`config.mk`:
```
export PLATFORM = sky130hd
export DESIGN_NAME = box_plotter
export DESIGN_NICKNAME = d
export VERILOG_FILES = /design/src/rtl/box_plotter_pkg.sv /design/src/rtl/box_plotter_scan_counter.sv /design/src/rtl/box_plotter.sv
export SDC_FILE = /design/constraint.sdc
export NUM_CORES = 1
export LEC_CHECK = 0
export ABC_AREA = 1
export CORE_MARGIN = 3
export CORE_UTILIZATION = 54
export DETAILED_ROUTE_END_ITERATION = 7
export MAX_ROUTING_LAYER = met4
export PLACE_DENSITY = 0.86
export SLEW_MARGIN = 0
export SYNTH_ARGS = -nofsm -noshare
export SYNTH_HDL_FRONTEND = slang
export SYNTH_SLANG_ARGS = --single-unit
```
`constraint.sdc`:
```
create_clock -name clk -period 3.06 [get_ports clk]
set_input_delay 0.459 -clock clk [delete_from_list [all_inputs] [get_ports clk]]
set_output_delay 0.459 -clock clk [all_outputs]
set_load 0.1 [all_outputs]
```
`src/rtl/box_plotter_pkg.sv`:
```
// Shared constants and state encoding for the box_plotter sprite stage.
// The optional power-on screen sweep is enabled with BOX_PLOTTER_CLEAR_EN.
package box_plotter_pkg;

    localparam logic [8:0] SCREEN_W     = 9'd160;
    localparam logic [7:0] SCREEN_H     = 8'd120;
    localparam logic [2:0] COLOUR_BLACK = 3'b000;
    localparam int unsigned CLEAR_LEN   = 160 * 120;

    typedef enum logic [2:0] {
        ST_CLEAR,
        ST_IDLE,
        ST_ERASE,
        ST_DRAW,
        ST_DONE
    } state_t;

endpackage

```
`src/rtl/box_plotter_scan_counter.sv`:
```
// Offset counter that walks every pixel of the box in row-major order.
// off_nxt exposes the value the counter will hold after the coming edge.
module box_scan_counter
    import box_plotter_pkg::*;
#(
    parameter int BOX_BITS = 2
) (
    input  logic                  clk,
    input  logic                  resetn,
    input  logic                  clr,
    input  logic                  en,
    output logic [2*BOX_BITS-1:0] off_nxt,
    output logic                  last
);

    localparam int OFF_W = 2 * BOX_BITS;

    logic [OFF_W-1:0] off_q;
    logic [OFF_W-1:0] off_d;

    always_comb begin
        off_d = off_q;
        if (clr) begin
            off_d = '0;
        end else if (en) begin
            off_d = off_q + OFF_W'(1);
        end
    end

    always_ff @(posedge clk) begin
        if (!resetn) begin
            off_q <= '0;
        end else begin
            off_q <= off_d;
        end
    end

    assign off_nxt = off_d;
    assign last    = &off_q;

endmodule

```
`src/rtl/box_plotter.sv`:
```
// Erase-then-draw box sprite plotter feeding vga_adapter one pixel per clock.
// Define BOX_PLOTTER_CLEAR_EN to sweep the whole screen black after reset.
module box_plotter
    import box_plotter_pkg::*;
#(
    parameter int BOX_BITS = 2
) (
    input  logic       clk,
    input  logic       resetn,
    input  logic       move,
    input  logic [7:0] x_in,
    input  logic [6:0] y_in,
    input  logic [2:0] colour_in,
    output logic       busy,
    output logic       done,
    output logic [7:0] x,
    output logic [6:0] y,
    output logic [2:0] colour,
    output logic       plot
);

    localparam int OFF_W = 2 * BOX_BITS;

    state_t     state_q, state_d;
    logic       old_valid_q, old_valid_d;
    logic [7:0] old_x_q, old_x_d, new_x_q, new_x_d;
    logic [6:0] old_y_q, old_y_d, new_y_q, new_y_d;
    logic [2:0] new_colour_q, new_colour_d;

    logic [7:0] x_q, x_d;
    logic [6:0] y_q, y_d;
    logic [2:0] colour_q, colour_d;
    logic       plot_q, plot_d, busy_q, busy_d, done_q, done_d;

    logic             cnt_clr, cnt_en, cnt_last;
    logic [OFF_W-1:0] off_nxt;
    logic [7:0]       base_x;
    logic [6:0]       base_y;
    logic [2:0]       pix_colour;
    logic [8:0]       px;
    logic [7:0]       py;

`ifdef BOX_PLOTTER_CLEAR_EN
    logic [7:0] cx_q, cx_d;
    logic [6:0] cy_q, cy_d;
`endif

    box_scan_counter #(.BOX_BITS(BOX_BITS)) u_scan (
        .clk     (clk),
        .resetn  (resetn),
        .clr     (cnt_clr),
        .en      (cnt_en),
        .off_nxt (off_nxt),
        .last    (cnt_last)
    );

    always_comb begin
        state_d      = state_q;
        old_valid_d  = old_valid_q;
        old_x_d      = old_x_q;
        old_y_d      = old_y_q;
        new_x_d      = new_x_q;
        new_y_d      = new_y_q;
        new_colour_d = new_colour_q;
        cnt_clr      = 1'b0;
        cnt_en       = 1'b0;
        x_d          = '0;
        y_d          = '0;
        colour_d     = '0;
        plot_d       = 1'b0;
        busy_d       = 1'b0;
        done_d       = 1'b0;
`ifdef BOX_PLOTTER_CLEAR_EN
        cx_d         = cx_q;
        cy_d         = cy_q;
`endif

        case (state_q)
            ST_CLEAR: begin
`ifdef BOX_PLOTTER_CLEAR_EN
                x_d      = cx_q;
                y_d      = cy_q;
                colour_d = COLOUR_BLACK;
                plot_d   = 1'b1;
                busy_d   = 1'b1;
                if (cx_q == 8'(SCREEN_W - 9'd1)) begin
                    cx_d = '0;
                    if (cy_q == 7'(SCREEN_H - 8'd1)) begin
                        cy_d    = '0;
                        state_d = ST_IDLE;
                    end else begin
                        cy_d = cy_q + 7'd1;
                    end
                end else begin
                    cx_d = cx_q + 8'd1;
                end
`else
                state_d = ST_IDLE;
`endif
            end
            ST_IDLE: begin
                if (move) begin
                    new_x_d      = x_in;
                    new_y_d      = y_in;
                    new_colour_d = colour_in;
                    cnt_clr      = 1'b1;
                    state_d      = old_valid_q ? ST_ERASE : ST_DRAW;
                end
            end
            ST_ERASE: begin
                cnt_en = 1'b1;
                if (cnt_last) state_d = ST_DRAW;
            end
            ST_DRAW: begin
                cnt_en = 1'b1;
                if (cnt_last) begin
                    old_x_d     = new_x_q;
                    old_y_d     = new_y_q;
                    old_valid_d = 1'b1;
                    state_d     = ST_DONE;
                end
            end
            ST_DONE: state_d = ST_IDLE;
            default: state_d = ST_IDLE;
        endcase

        // Outputs are registered from the next state so each pixel lines up with its state cycle.
        base_x     = old_x_q;
        base_y     = old_y_q;
        pix_colour = COLOUR_BLACK;
        if (state_d == ST_DRAW) begin
            base_x     = new_x_d;
            base_y     = new_y_d;
            pix_colour = new_colour_d;
        end
        px = {1'b0, base_x} + 9'(off_nxt[BOX_BITS-1:0]);
        py = {1'b0, base_y} + 8'(off_nxt[OFF_W-1:BOX_BITS]);

        if (state_d == ST_ERASE || state_d == ST_DRAW) begin
            x_d      = px[7:0];
            y_d      = py[6:0];
            colour_d = pix_colour;
            plot_d   = (px < SCREEN_W) && (py < SCREEN_H);
            busy_d   = 1'b1;
        end
        if (state_d == ST_DONE) done_d = 1'b1;
    end

    always_ff @(posedge clk) begin
        if (!resetn) begin
`ifdef BOX_PLOTTER_CLEAR_EN
            state_q <= ST_CLEAR;
            cx_q    <= '0;
            cy_q    <= '0;
`else
            state_q <= ST_IDLE;
`endif
            old_valid_q <= 1'b0;
            x_q         <= '0;
            y_q         <= '0;
            colour_q    <= '0;
            plot_q      <= 1'b0;
            busy_q      <= 1'b0;
            done_q      <= 1'b0;
        end else begin
`ifdef BOX_PLOTTER_CLEAR_EN
            cx_q <= cx_d;
            cy_q <= cy_d;
`endif
            state_q     <= state_d;
            old_valid_q <= old_valid_d;
            x_q         <= x_d;
            y_q         <= y_d;
            colour_q    <= colour_d;
            plot_q      <= plot_d;
            busy_q      <= busy_d;
            done_q      <= done_d;
        end
    end

    // Position registers carry no reset; old_valid_q qualifies their contents.
    always_ff @(posedge clk) begin
        old_x_q      <= old_x_d;
        old_y_q      <= old_y_d;
        new_x_q      <= new_x_d;
        new_y_q      <= new_y_d;
        new_colour_q <= new_colour_d;
    end

    assign x      = x_q;
    assign y      = y_q;
    assign colour = colour_q;
    assign plot   = plot_q;
    assign busy   = busy_q;
    assign done   = done_q;

endmodule

```
# --- Word level (Yosys, flattened, before mapping) ---
# Index checks and enable logic that the tools add are counted.
totals:
  wordCells: 52
  romBits: 0
  mem_count: 0
  input_bits: 21
  latchBits: 0
  ff_bits: 62
  out_inout_bits: 21
  mem_bits_rw: 0
classes:
  addsub: 3
  n_mul: 0
  n_shift: 0
  bitwise_logic: 0
  order_cmp: 2
  n_eq_ne: 6
  reduce_logical: 7
  div_mod_pow: 0
  n_mux: 20
op_table:
  columns: ["operator", "n"]
  rows:
  - ["two-way mux 8 bit", 3]
  - ["two-way mux 7 bit", 3]
  - ["two-way mux 3 bit", 5]
  - ["equality test 3 x 2 -> 1 bit (second input constant)", 4]
  - ["adder 8 x 2 -> 9 bit", 1]
  - ["< comparator 9 x 8 -> 1 bit (second input constant)", 1]
  - ["case mux 3 bit (3 select lines)", 1]
  - ["adder 7 x 2 -> 8 bit", 1]
  - ["< comparator 8 x 7 -> 1 bit (second input constant)", 1]
  - ["two-way mux 4 bit", 2]
  - ["two-way mux 1 bit", 6]
  - ["AND reduction 5 bit", 1]
  - ["adder 4 x 1 -> 4 bit (second input constant)", 1]
  - ["AND reduction 4 bit", 1]
  - ["equality test 3 x 1 -> 1 bit (second input constant)", 1]
  - ["equality test 3 bit (second input constant)", 1]
  - ["AND reduction 3 bit", 1]
  - ["AND reduction 2 bit", 1]
  - ["OR reduction 2 bit", 1]
  - ["logical AND 1 bit", 1]
  - ["logical OR 1 bit", 1]

# --- Longest topological paths before layout ---
depth:
  word_depth: 8
  ltp_mapped: 21
  depth_no_buf: 20

# --- Modules after synthesis ---
# A second synthesis with hierarchy kept.
unflattened:
  hier_cells: 380
  hier_area_um2: 2935.3
by_module_without_submodules:
  columns: ["module", "instances", "cells_each", "seq_area_each_um2", "area_each_um2"]
  rows:
  - ["box_plotter", 1, 348, 1311.3, 2725.1]
  - ["box_scan_counter", 1, 32, 80.1, 210.2]

# --- Worst setup path before layout ---
# OpenSTA, ideal clock, no wires.
synth_timing:
  path_kind: "register -> register"
  from: "register u_scan.off_q[0]"
  to: "register plot_q, in the netlist plot"
  path_stages_with_launch: 22
  arrival_time_ns: 2.536
  path_buffers: 1
  required_ns: 2.948
  setup_ns: 0.112
  synth_period_minus_slack_ns: 2.647
  path_slack_ns: 0.413
  path_cell_list: "dfxtp_1 > ha_1 > nand3_1 > nand2_1 > nand2_1 > inv_2 > nand2_8 > nand2_8 > buf_8 > inv_1 > nor2_1 > a31oi_1 > ha_1 > fa_1 > inv_1 > nor2_2 > nand3_1 > nand2_1 > nor2_1 > nand2_1 > nand2_1 > nor2_1"
synth_via:
  elab_chain_len: 8
  word_cells_on_any_way: 18
  classes_between: "add/sub (3); order compare (2); eq/ne (2); mux (7); reduce/logical (4)"
synth_lines:
  columns: ["item", "line", "rtl"]
  rows:
  - ["from (decl)", "box_plotter_scan_counter.sv:18", "logic [OFF_W-1:0] off_q;"]
  - ["from (signal assigned)", "box_plotter_scan_counter.sv:32", "off_q <= '0;"]
  - ["from (signal assigned)", "box_plotter_scan_counter.sv:34", "off_q <= off_d;"]
  - ["AND reduction 4 bit", "box_plotter_scan_counter.sv:39", "assign last = &off_q;"]
  - ["two-way mux 3 bit, on equally long branches", "box_plotter.sv:116, box_plotter.sv:112", null]
  - ["case mux 3 bit (3 select lines)", "box_plotter.sv:78", "case (state_q)"]
  - ["equality test 3 x 2 -> 1 bit", "box_plotter.sv:131, box_plotter.sv:139", null]
  - ["two-way mux 8 bit / two-way mux 7 bit (equally long branches)", "box_plotter.sv:131", "if (state_d == ST_DRAW) begin"]
  - ["adder 8 x 2 -> 9 bit / adder 7 x 2 -> 8 bit (equally long branches)", "box_plotter.sv:136, box_plotter.sv:137", null]
  - ["< comparator 9 x 8 -> 1 bit / < comparator 8 x 7 -> 1 bit (equally long branches)", "box_plotter.sv:143", "plot_d = (px < SCREEN_W) && (py < SCREEN_H);"]
  - ["logical AND 1 bit", "box_plotter.sv:143", null]
  - ["to (signal assigned)", "box_plotter.sv:175", "plot_q <= plot_d;"]
  - ["to (decl)", "box_plotter.sv:33", "logic plot_q, plot_d, busy_q, busy_d, done_q, done_d;"]
# Parallel ways exist; a longest one is shown, timed or not.
# A chain may end at the register's enable or synchronous reset.

# --- Final worst setup path ---
# Same ends and word-level chain as after synthesis.

==> metrics <==
status complete, no violations; synthesis-stage register bit count 62; Clk pwr share approximately a quarter; count of yosys warnings during synthesis 0; initial antenna violation count 0; CP Depth 18; CTS sink count between 60 and 70; Reg2Reg Depth 18; Cells after Synth between 300 and 400; Post-Synth Simple-Gate Area 32.8%; HPWL Detailed about 4.4 mm; Final Hold Vio Count 0; share of layout cells above drive strength 1 20.5%; cells along the critical path ha_1 -> nand3_1 -> nor2_1 -> nor2_4 -> nand2_8 -> nand2_8 -> inv_1 -> nor2_1 -> a31oi_1 -> ha_1 -> fa_1 -> nand3_1 -> nor2_4 -> nand2_1 -> nand2_1 -> nand2_1 -> a21oi_2 -> nor2_1; Comb power frac between 30% and 40%; fmax ~360 MHz; drt first pass iters 4; RSZ-0062 raised after global routing false; die width slightly below 80 um; Final Cycle Share 91.0%; number of global-route vias before repair 2240; cts repair resizes 0; sw frac between 40% and 50%; main combinational cell family by area after synthesis simple AND/OR/NAND/NOR gates; hold_buf cts 0; xor and xnor fraction of the mapped netlist area less than 1%; CORE AREA around 0.005 mm2; compound-gate portion of the synthesized area under 10%; GRT Total Usage about 22%; reg2reg setup slack roughly 280 ps; register area share after synthesis a little under half; sequential power share between 30% and 40%; Final Max Tran Viols 0; pwr/cell area around 760 mW/mm2; post-placement cell count between 400 and 500; die height between 70 and 80 um; CTS tree yes; Fin Setup TNS 0 ps; Crit. Startpoint u_scan.off_q[0]; largest delay contributor family on the critical path simple AND/OR/NAND/NOR gates; number of max-cap violations 0; maximum VDD drop slightly below 0.4 mV; Internal Power approximately 1.6 mW; Psw 1.09 mW; Ports 42; clock root cell clkbuf_8; setup violators final 0; clk_skew about 6.4 ps; asr flop ratio synth 0%; Mapped Area approximately 0.0029 mm2; Critical-path top delay cell dfxtp_1; RR Startpoint u_scan.off_q[0]; drt drc 0; Distinct cells, synth 36; crit path buf inv count 1; Hold WC Path Type reg -> reg; WP data required 3310 ps; Worst Setup EP plot; Slew @ Worst Pin approximately 360 ps; Crit. End Element flop; Largest stage delay, worst path 390 ps; Inserted Clock Buffers 9; DRT Wirelength 5.85 mm; Via density 4.90; Placement Rows 26; Synth top area share 32.5%; Leak 1.69 nW; Clock Pin Slew Worst Setup and Hold Paths ~70 ps; worst-skew pair later-pin latency 350 ps; Worst EP arrival ~3000 ps; vias after detailed routing around 2.4k; Die ar. ~0.0063 mm2; post-route ant nets 0; area leader, netlist dfxtp_1; mux contribution to synthesized area less than 1%; Synth Area in Adders ~3.5%; Synth Net Count roughly 380; Ant. Diodes 0; Critical Path Fanout Max 8; post-CTS setup buffers 0; Post-synth EDFFs 15; H-tree lvl count 3; Synth area leaders dfxtp_1 (32%), edfxtp_1 (16%), nand2_1 (13%), inv_1 (5.8%), nor2_1 (4.5%); fin crit period 2780 ps; global route overflow 0; first-pass GRT wire length 10.2 mm; WS Path Type reg -> reg; post-route insts no fill 480; largest net degree at the start of global routing 19; Starting Density between 50 and 60%; nets@finish 433; wire per inst 12.2 um; dominant synthesized flop cell dfxtp_1; Max clock buf depth 2; max-slew headroom at the worst pin ~76%; area growth from synthesis to layout 21.6%; Iteration-0 DRC Markers around 130; # port buffers a little over 40; Reg2Reg Capture Point plot; RD Place Congestion 0.845; syn_area_per_cell around 8.3 um2; Startpoint Class flop
[worst min path at each step]
stage | from | endpoint | slack (ps) | depth (start not counted)
global placement | new_x_q[4] | old_x_q[4] | 410 | 0
CTS | new_y_q[0] | old_y_q[0] | 430 | 0
global route | new_x_q[3] | old_x_q[3] | 440 | 0
floorplan | new_y_q[3] | old_y_q[3] | 410 | 0
detailed placement | new_y_q[0] | old_y_q[0] | 410 | 0
finish | new_y_q[0] | old_y_q[0] | 430 | 0
[worst reg2reg max path, delay by kind of cell, from the launching register on]
kind	cells	cell delay (ps)
compound gates	2	270
fa+ha+maj	3	640
simple gates	12	1220
buf+inv	1	180
flops	1	390
[placed cells by master, fill, tap and decap left out, types with 5 or more instances in the layout]
| cell type | count |
|---|---|
| a31oi_1 | 5 |
| buf_4 | 31 |
| clkbuf_8 | 11 |
| clkdlybuf4s50_1 | 20 |
| dfxtp_1 | 47 |
| edfxtp_1 | 15 |
| ha_1 | 5 |
| inv_1 | 45 |
| nand2_1 | 96 |
| nand2_2 | 11 |
| nand3_1 | 20 |
| nand3_2 | 6 |
| nor2_1 | 35 |
| nor3_1 | 7 |
| o21ai_0 | 10 |
| o21ai_1 | 6 |
[synth_stat cells, drive strengths merged, types with 5 or more instances]
cell      n
inv      49
nor2     43
dfxtp    47
a21oi     5
nand2   111
nor3      7
edfxtp   15
a31oi     5
o21ai    17
buf       6
ha        5
nand3    28
[registers in the layout, indices dropped and copies added, names as in the netlist, 3 cells and up]
register / cells
state_q: 3
new_colour_q: 3
u_scan.off_q: 4
colour: 3
old_y_q: 7
new_x_q: 8
new_y_q: 7
old_x_q: 8
x: 8
y: 7
[metrics by stage]
stage	total power, mW	instance area, um2	hold slack (ps)	utilization, %	worst slack, ps
final	2.67	3520	431	68.6	276
after global placement	2.02	3340	412	65.1	103
after detailed placement	2.05	3340	413	65.1	14.2
after floorplan	1.84	2900	408	-	413
after global routing	2.83	3520	437	68.6	7.06
after CTS	2.68	3520	428	68.5	246
[final cells by class]
type | count | area (um2)
clock buffer | 12 | 155
clock inverter | 4 | 22.5
fill | 422 | 1620
inverter | 49 | 186
multi-input combinational | 232 | 1250
sequential | 62 | 1390
tap | 70 | 87.6
timing repair buffer | 51 | 433
[power by group through the flow]
stage / sequential, mW / combinational, mW / clock [mW]
floorplan: 1.32 / 0.515 / 0
CTS: 1.02 / 1.01 / 0.647
global placement: 1.03 / 0.989 / 0
finish: 1.02 / 1.01 / 0.640
detailed placement: 1.03 / 1.01 / 0
global route: 1.03 / 1.11 / 0.691
[metal layers]
metal / vias up / part of all wire [%] / routed length (um) / global-route usage [%]
met4: 0 / 1.7 / 102 / 10.3
li1: 1216 / - / - / -
met2: 63 / 47 / 2770 / 35.0
met3: 9 / 5.7 / 334 / 5.78
met1: 1064 / 45 / 2640 / 26.6
met5: - / 0 / 0 / -
[cells by family after synthesis]
| kind of cell | after synthesis |
|---|---|
| AND/OR/NAND/NOR | 193 |
| flip-flops | 62 |
| buffers and inverters | 57 |
| AO/OA/AOI/OAI | 29 |
| adder cells (fa/ha/maj) | 7 |
| XOR/XNOR | 2 |
| multiplexers | 1 |
No activity file was read; power rests on OpenSTA's default activity.
